<file path="src/rtl/sequenciador_ciclo.sv">
// ============================================================================
// sequenciador_ciclo
// ----------------------------------------------------------------------------
// Multi-cycle instruction sequencer for the CPU core. It owns the program
// counter, strobes the instruction register, waits out the instruction-memory
// read latency and turns the decoder's write requests into one-cycle execute
// pulses. It also parks the core while an IN or OUT handshake is pending, and
// on HLT.
//
// Optional feature macro: SEQ_RESUME_EN
//   defined   -> input `continuar` exists; PARADO resumes at PC+1 when it is 1
//   undefined -> no `continuar` port; only reset leaves PARADO
//
// Parameters
//   ADDR_W   PC / instruction-memory address width (default 10)
//   LAT_MEM  cycles spent in DECOD, legal 1..15 (default 1). Values outside
//            that range are clamped to the nearest legal value.
//
// Ports
//   clock, reset        rising-edge clock, synchronous active-high reset
//   OP                  opcode of the current IR (IN=24, OUT=25)
//   PCflag              00 next, 01 jump, 10 halt, 11 behaves as 00
//   endereco            jump target, only the low ADDR_W bits are used
//   writeReg_in         decoder register-bank write request
//   writeRAMdados_in    decoder data-RAM write request
//   writeRAMsaida_in    decoder output-RAM write request
//   NZenable_in         decoder NZ flag update request
//   entrada_valida      external input confirmed (IN handshake)
//   saida_ack           external display accepted the output (OUT handshake)
//   continuar           resume from halt (SEQ_RESUME_EN builds only)
//   PC                  program counter
//   IRload              load instruction register
//   writeReg            gated register-bank write
//   writeRAMdados       gated data-RAM write
//   writeRAMsaida       gated output-RAM write
//   NZload              gated NZ flip-flop enable
//   entrada_pronta      core is waiting for input
//   halted              core is in PARADO
//   estado              FSM state, exposed for debug
//
// Handshakes (both behave as valid/ready pairs sampled on the rising edge):
//   IN : entrada_pronta is the core's "ready" and entrada_valida the
//        environment's "valid". A transfer happens on the edge where both are
//        1; in that same cycle writeReg is pulsed so the register bank
//        captures the input word, and the PC advances.
//   OUT: the writeRAMsaida pulse in EXEC plays the role of "valid"; the core
//        then holds in ESP_OUT until saida_ack ("ready/accepted") is seen.
//        An ack that is already high during EXEC does not count, so every
//        OUT waits for an acknowledge given after the data was written.
// ============================================================================
module sequenciador_ciclo #(
    parameter int ADDR_W  = 10,
    parameter int LAT_MEM = 1
) (
    input  logic              clock,
    input  logic              reset,
    input  logic [4:0]        OP,
    input  logic [1:0]        PCflag,
    input  logic [31:0]       endereco,
    input  logic              writeReg_in,
    input  logic              writeRAMdados_in,
    input  logic              writeRAMsaida_in,
    input  logic              NZenable_in,
    input  logic              entrada_valida,
    input  logic              saida_ack,
`ifdef SEQ_RESUME_EN
    input  logic              continuar,
`endif
    output logic [ADDR_W-1:0] PC,
    output logic              IRload,
    output logic              writeReg,
    output logic              writeRAMdados,
    output logic              writeRAMsaida,
    output logic              NZload,
    output logic              entrada_pronta,
    output logic              halted,
    output logic [2:0]        estado
);

    // ------------------------------------------------------------------------
    // Encodings
    // ------------------------------------------------------------------------
    typedef enum logic [2:0] {
        BUSCA   = 3'd0,
        DECOD   = 3'd1,
        EXEC    = 3'd2,
        ESP_IN  = 3'd3,
        ESP_OUT = 3'd4,
        PARADO  = 3'd5
    } estadoT;

    localparam logic [4:0] OP_IN  = 5'd24;
    localparam logic [4:0] OP_OUT = 5'd25;

    localparam logic [1:0] PC_JUMP = 2'b01;
    localparam logic [1:0] PC_HALT = 2'b10;

    // DECOD is left when the down-counter reaches zero, so it is preloaded
    // with LAT_MEM-1 while in BUSCA; LAT_MEM=1 therefore gives one DECOD cycle.
    localparam int LAT_CLAMP = (LAT_MEM < 1)  ? 1  :
                               (LAT_MEM > 15) ? 15 : LAT_MEM;
    localparam logic [3:0] LAT_LOAD = 4'(LAT_CLAMP - 1);

    // ------------------------------------------------------------------------
    // State
    // ------------------------------------------------------------------------
    estadoT            estadoAtual;
    estadoT            estadoProx;
    logic [ADDR_W-1:0] pcProx;
    logic [ADDR_W-1:0] pcMaisUm;
    logic [ADDR_W-1:0] pcSalto;
    logic [3:0]        contLat;
    logic [3:0]        contLatProx;
    logic              opEhIn;
    logic              opEhOut;

    // Natural ADDR_W-bit overflow gives the max -> 0 wrap.
    assign pcMaisUm = PC + ADDR_W'(1);

    // Jump targets wider than the PC are truncated without complaint.
    assign pcSalto  = endereco[ADDR_W-1:0];

    generate
        if (ADDR_W < 32) begin : gDescarte
            logic unusedEnderecoAlto;
            assign unusedEnderecoAlto = ^endereco[31:ADDR_W];
        end
    endgenerate

    assign opEhIn  = (OP == OP_IN);
    assign opEhOut = (OP == OP_OUT);

    assign estado  = estadoAtual;

    // ------------------------------------------------------------------------
    // Process 1: state register, PC and latency counter
    // ------------------------------------------------------------------------
    always_ff @(posedge clock) begin
        if (reset) begin
            estadoAtual <= BUSCA;
            PC          <= '0;
            contLat     <= '0;
        end else begin
            estadoAtual <= estadoProx;
            PC          <= pcProx;
            contLat     <= contLatProx;
        end
    end

    // ------------------------------------------------------------------------
    // Process 2: next state, next PC, next counter value
    // ------------------------------------------------------------------------
    always_comb begin
        estadoProx  = estadoAtual;
        pcProx      = PC;
        contLatProx = contLat;

        case (estadoAtual)
            BUSCA: begin
                contLatProx = LAT_LOAD;
                estadoProx  = DECOD;
            end

            DECOD: begin
                if (contLat == 4'd0) begin
                    estadoProx = EXEC;
                end else begin
                    contLatProx = contLat - 4'd1;
                end
            end

            EXEC: begin
                if (opEhIn) begin
                    // PC is advanced only once the input has been accepted.
                    estadoProx = ESP_IN;
                end else if (opEhOut) begin
                    // saida_ack is deliberately not looked at here.
                    estadoProx = ESP_OUT;
                end else if (PCflag == PC_JUMP) begin
                    pcProx     = pcSalto;
                    estadoProx = BUSCA;
                end else if (PCflag == PC_HALT) begin
                    estadoProx = PARADO;
                end else begin
                    // 00 and the unused 11 both mean "next instruction";
                    // unknown opcodes arrive here as NOPs.
                    pcProx     = pcMaisUm;
                    estadoProx = BUSCA;
                end
            end

            ESP_IN: begin
                if (entrada_valida) begin
                    pcProx     = pcMaisUm;
                    estadoProx = BUSCA;
                end
            end

            ESP_OUT: begin
                if (saida_ack) begin
                    pcProx     = pcMaisUm;
                    estadoProx = BUSCA;
                end
            end

            PARADO: begin
`ifdef SEQ_RESUME_EN
                if (continuar) begin
                    pcProx     = pcMaisUm;
                    estadoProx = BUSCA;
                end
`else
                // Only reset leaves PARADO in this build.
                estadoProx = PARADO;
`endif
            end

            default: begin
                // Encodings 6 and 7 cannot be reached; recover by refetching.
                estadoProx = BUSCA;
            end
        endcase
    end

    // ------------------------------------------------------------------------
    // Process 3: outputs
    // ------------------------------------------------------------------------
    // Outputs are forced low while reset is asserted so that a reset arriving
    // in the middle of EXEC or a handshake never lets a write slip through.
    always_comb begin
        IRload         = 1'b0;
        writeReg       = 1'b0;
        writeRAMdados  = 1'b0;
        writeRAMsaida  = 1'b0;
        NZload         = 1'b0;
        entrada_pronta = 1'b0;
        halted         = 1'b0;

        if (!reset) begin
            case (estadoAtual)
                BUSCA: begin
                    IRload = 1'b1;
                end

                EXEC: begin
                    // IN writes its register later, in the accept cycle.
                    if (!opEhIn) begin
                        writeReg      = writeReg_in;
                        writeRAMdados = writeRAMdados_in;
                        writeRAMsaida = writeRAMsaida_in;
                        NZload        = NZenable_in;
                    end
                end

                ESP_IN: begin
                    entrada_pronta = 1'b1;
                    writeReg       = entrada_valida;
                end

                PARADO: begin
                    halted = 1'b1;
                end

                default: begin
                    // DECOD, ESP_OUT and unreachable codes drive nothing.
                end
            endcase
        end
    end

endmodule

</file>
<file path="config.mk">
export PLATFORM = sky130hd
export DESIGN_NAME = sequenciador_ciclo
export DESIGN_NICKNAME = d
export VERILOG_FILES = /design/src/rtl/sequenciador_ciclo.sv
export SDC_FILE = /design/constraint.sdc
export NUM_CORES = 1
export LEC_CHECK = 0
export CAP_MARGIN = 20
export CORE_MARGIN = 4
export CORE_UTILIZATION = 35
export CTS_CLUSTER_SIZE = 8
export DETAILED_ROUTE_END_ITERATION = 8
export PLACE_DENSITY_LB_ADDON = 0.1
export SYNTH_ARGS = -nofsm -noshare
export SYNTH_HDL_FRONTEND = slang
export SYNTH_SLANG_ARGS = --single-unit
</file>
<file path="constraint.sdc">
create_clock -name clock -period 1.6 [get_ports clock]
set_input_delay 0.32 -clock clock [delete_from_list [all_inputs] [get_ports clock]]
set_output_delay 0.32 -clock clock [all_outputs]
set_load 0.1 [all_outputs]
</file>
==> impl_metrics.env <==
export IMPL_synth_area_um2=1259
export IMPL_cts_max_level=1
export IMPL_fin_skew_ns=0.01049
export IMPL_diodes=0
export IMPL_finalCritPeriodShare_pct=125.3
export IMPL_drc_errors=0
export IMPL_grt_setup_unrepaired="yes"
export IMPL_grt_overflow=0
export IMPL_worstReg2RegStart="estado[0]"
export IMPL_cts_made_buffers=3
export IMPL_place_congestion=0.7869
export IMPL_postRouteAntennaNets=0
export IMPL_end_kind="output port"
export IMPL_clock_fmax_mhz=498.8
export IMPL_irDropWorstVdd_uv=481.8
export IMPL_clock_sinks=17
export IMPL_hold_depth=2
export IMPL_busiest_layer="met2"
export IMPL_outcome="complete, but fails checks"
export IMPL_fin_ws_ns=-0.4046
export IMPL_hold_violations=0
export IMPL_most_common_layout_cells="buf_4, buf_12, clkdlybuf4s50_1"
export IMPL_criticalPathCategory="flip-flop to output port"
export IMPL_drv_cap=0
export IMPL_track_usage_pct=18.83
export IMPL_reg2reg_depth=7
export IMPL_drive_above_1_share_pct=53.42
export IMPL_gr_usage_met1_pct=25.74
export IMPL_dr_total_vias=1533
export IMPL_path_clk_slew_ns=0.10
export IMPL_hold_path_startpoint="contLat[1]"
export IMPL_crit_path_max_fanout=4
export IMPL_die_w_um=67.97
export IMPL_comb_power_share_pct=52.2
export IMPL_synth_yosys_warnings=0
export IMPL_period_minus_slack_ns=2.005
export IMPL_placeableCoreArea_um2=3416
export IMPL_ys_ff_latch=17
export IMPL_p_leak_nw=1.033
export IMPL_postCtsHoldBufs=0
export IMPL_min_path_type="flip-flop to flip-flop"
export IMPL_syn_area_per_cell_um2=8.281
export IMPL_dp_hpwl_um=3115
export IMPL_ys_flop_type="dfxtp_1"
export IMPL_power_density_nw_per_um2=569.1
export IMPL_register_area_um2=367.9
export IMPL_mostFrequentLayoutCell="buf_4"
export IMPL_worstSetupStartpoint="estado[0]"
export IMPL_setup_violations=17
export IMPL_required_ns=1.28
export IMPL_start_kind="flip-flop"
export IMPL_maxSlewViolCount=0
export IMPL_r2r_end="PC[7]"
export IMPL_wl_per_cell_um=16.23
export IMPL_p_int_mw=0.9024
export IMPL_dieArea_um2=4620
export IMPL_rows=21
export IMPL_ios=67
export IMPL_arrival_ns=1.68
export IMPL_cts_tree="yes"
export IMPL_area_growth_pct=105.0
export IMPL_wirelength_um=4545
export IMPL_synth_cells=152
export IMPL_grt_pass1_vias=1413
export IMPL_grt_pass1_wl_um=6734
export IMPL_synth_fp_nets=201
export IMPL_fillers=235
export IMPL_use_met3_pct=3.448
export IMPL_cts_root_buffer="clkbuf_4"
export IMPL_seqPwrFrac_pct=31.2
export IMPL_io_buffer_count=44
export IMPL_grt_max_degree=16
export IMPL_max_slew_margin_pct=73.76
export IMPL_crit_end="NZload"
export IMPL_tightest_slew_ns=0.3903
export IMPL_fp_dieH_um=67.97
export IMPL_met2_usage_pct=30.32
export IMPL_p_sw_mw=0.5657
export IMPL_clk_latency_ns=0.30
export IMPL_post_route_util_pct=75.53
export IMPL_start_util_pct=36.85
export IMPL_power_frac_clock_pct=16.6
export IMPL_yosysSeqAreaShare_pct=27.04
export IMPL_fin_hold_ws_ns=0.4947
export IMPL_yosys_cell_types_count=44
export IMPL_rrSetupSlack_ns=-0.36
export IMPL_p_sw_share_pct=38.53
export IMPL_violations="setup timing"
export IMPL_synth_edff_count=0
export IMPL_drtIter0Drc=72
export IMPL_dr_pass1_iters=4
export IMPL_nets=284
export IMPL_antenna_found_initial=0
export IMPL_tns_ns=-5.697
export IMPL_multi_input_area_um2=1026
export IMPL_clockBufferDepth=2
export IMPL_synth_async_reset_ratio_pct=0
export IMPL_vias_per_cell=5.475
-- state kept, by name (all words and copies together), names as in the netlist --
| register | flops |
|---|---|
| estado | 3 |
| PC | 10 |
| contLat | 4 |
-- final cells by class --
type                    count  share of cell area (%)
well taps                  46                   2.231
repair buffers             87                   40.59
flip-flops and latches     17                   14.26
inverters                  14                   2.134
clock buffers               4                   1.018
multi-input cells         112                   39.77
-- critical path, stage by stage, from the launching register on --
cell     delay [ns]
dfxtp_4        0.35
or3b_4         0.41
nor3b_4        0.27
and2_4         0.20
buf_12         0.16
-- timing repair --
item,in CTS,in global routing
setup buffers,5,9
gates cloned,0,1
gates resized for setup,25,21
pin swaps,14,15
endpoints found under the setup margin,22,22
-- stage by stage --
step / total power [mW] / instances / setup slack [ns] / area, um2
after floorplan: 0.8654 / 152 / -0.5510 / 1426
after global placement: 1.119 / 262 / -0.5154 / 2270
after detailed placement: 1.126 / 262 / -0.5422 / 2270
after CTS: 1.402 / 271 / -0.4115 / 2422
after global routing: 1.532 / 280 / -0.4468 / 2580
final: 1.468 / 280 / -0.4046 / 2580
-- power groups by stage --
stage          registers (mW)  logic [mW]  clock network [mW]
6_report                0.458       0.766               0.244
3_3_place_gp            0.467       0.652                   0
4_1_cts                 0.458       0.699               0.245
5_1_grt                 0.461       0.799               0.272
2_1_floorplan           0.608       0.258                   0
3_5_place_dp            0.468       0.658                   0
-- worst min path at each step --
stage	end	slack [ns]
4_1_cts	contLat[1]	0.51
5_1_grt	contLat[1]	0.51
3_3_place_gp	contLat[1]	0.48
6_report	contLat[1]	0.49
2_1_floorplan	PC[1]	0.47
3_5_place_dp	contLat[1]	0.50
-- cells by family (layout without fill, tap and decap cells) --
family | after synthesis | after routing | share of synthesized area [%]
buffers and inverters | 23 | 105 | 8.350
AND/OR/NAND/NOR | 63 | 63 | 31.21
flip-flops | 17 | 17 | 27.04
AO/OA/AOI/OAI | 39 | 39 | 24.85
multiplexers | 8 | 8 | 6.561
adder cells (fa/ha/maj) | 2 | 2 | 1.988
-- Yosys cell counts, types with 5 or more instances --
cell type / number / area (um2)
dfxtp_1: 17 / 340.3
clkbuf_1: 6 / 22.52
o32ai_1: 8 / 70.07
a22oi_1: 11 / 82.58
nor3_1: 5 / 25.02
mux2i_1: 6 / 60.06
inv_1: 14 / 52.55
and2_1: 5 / 31.28
nand3_1: 7 / 35.03
nor2_1: 6 / 22.52
nand2_1: 7 / 26.28
-- metal layers --
layer | wire length (um) | vias up
met5 | 0 | -
met4 | 42 | 0
met3 | 343 | 9
met2 | 2281 | 66
met1 | 1877 | 711
li1 | - | 747
Note: power is estimated with default switching activity, not from simulation.
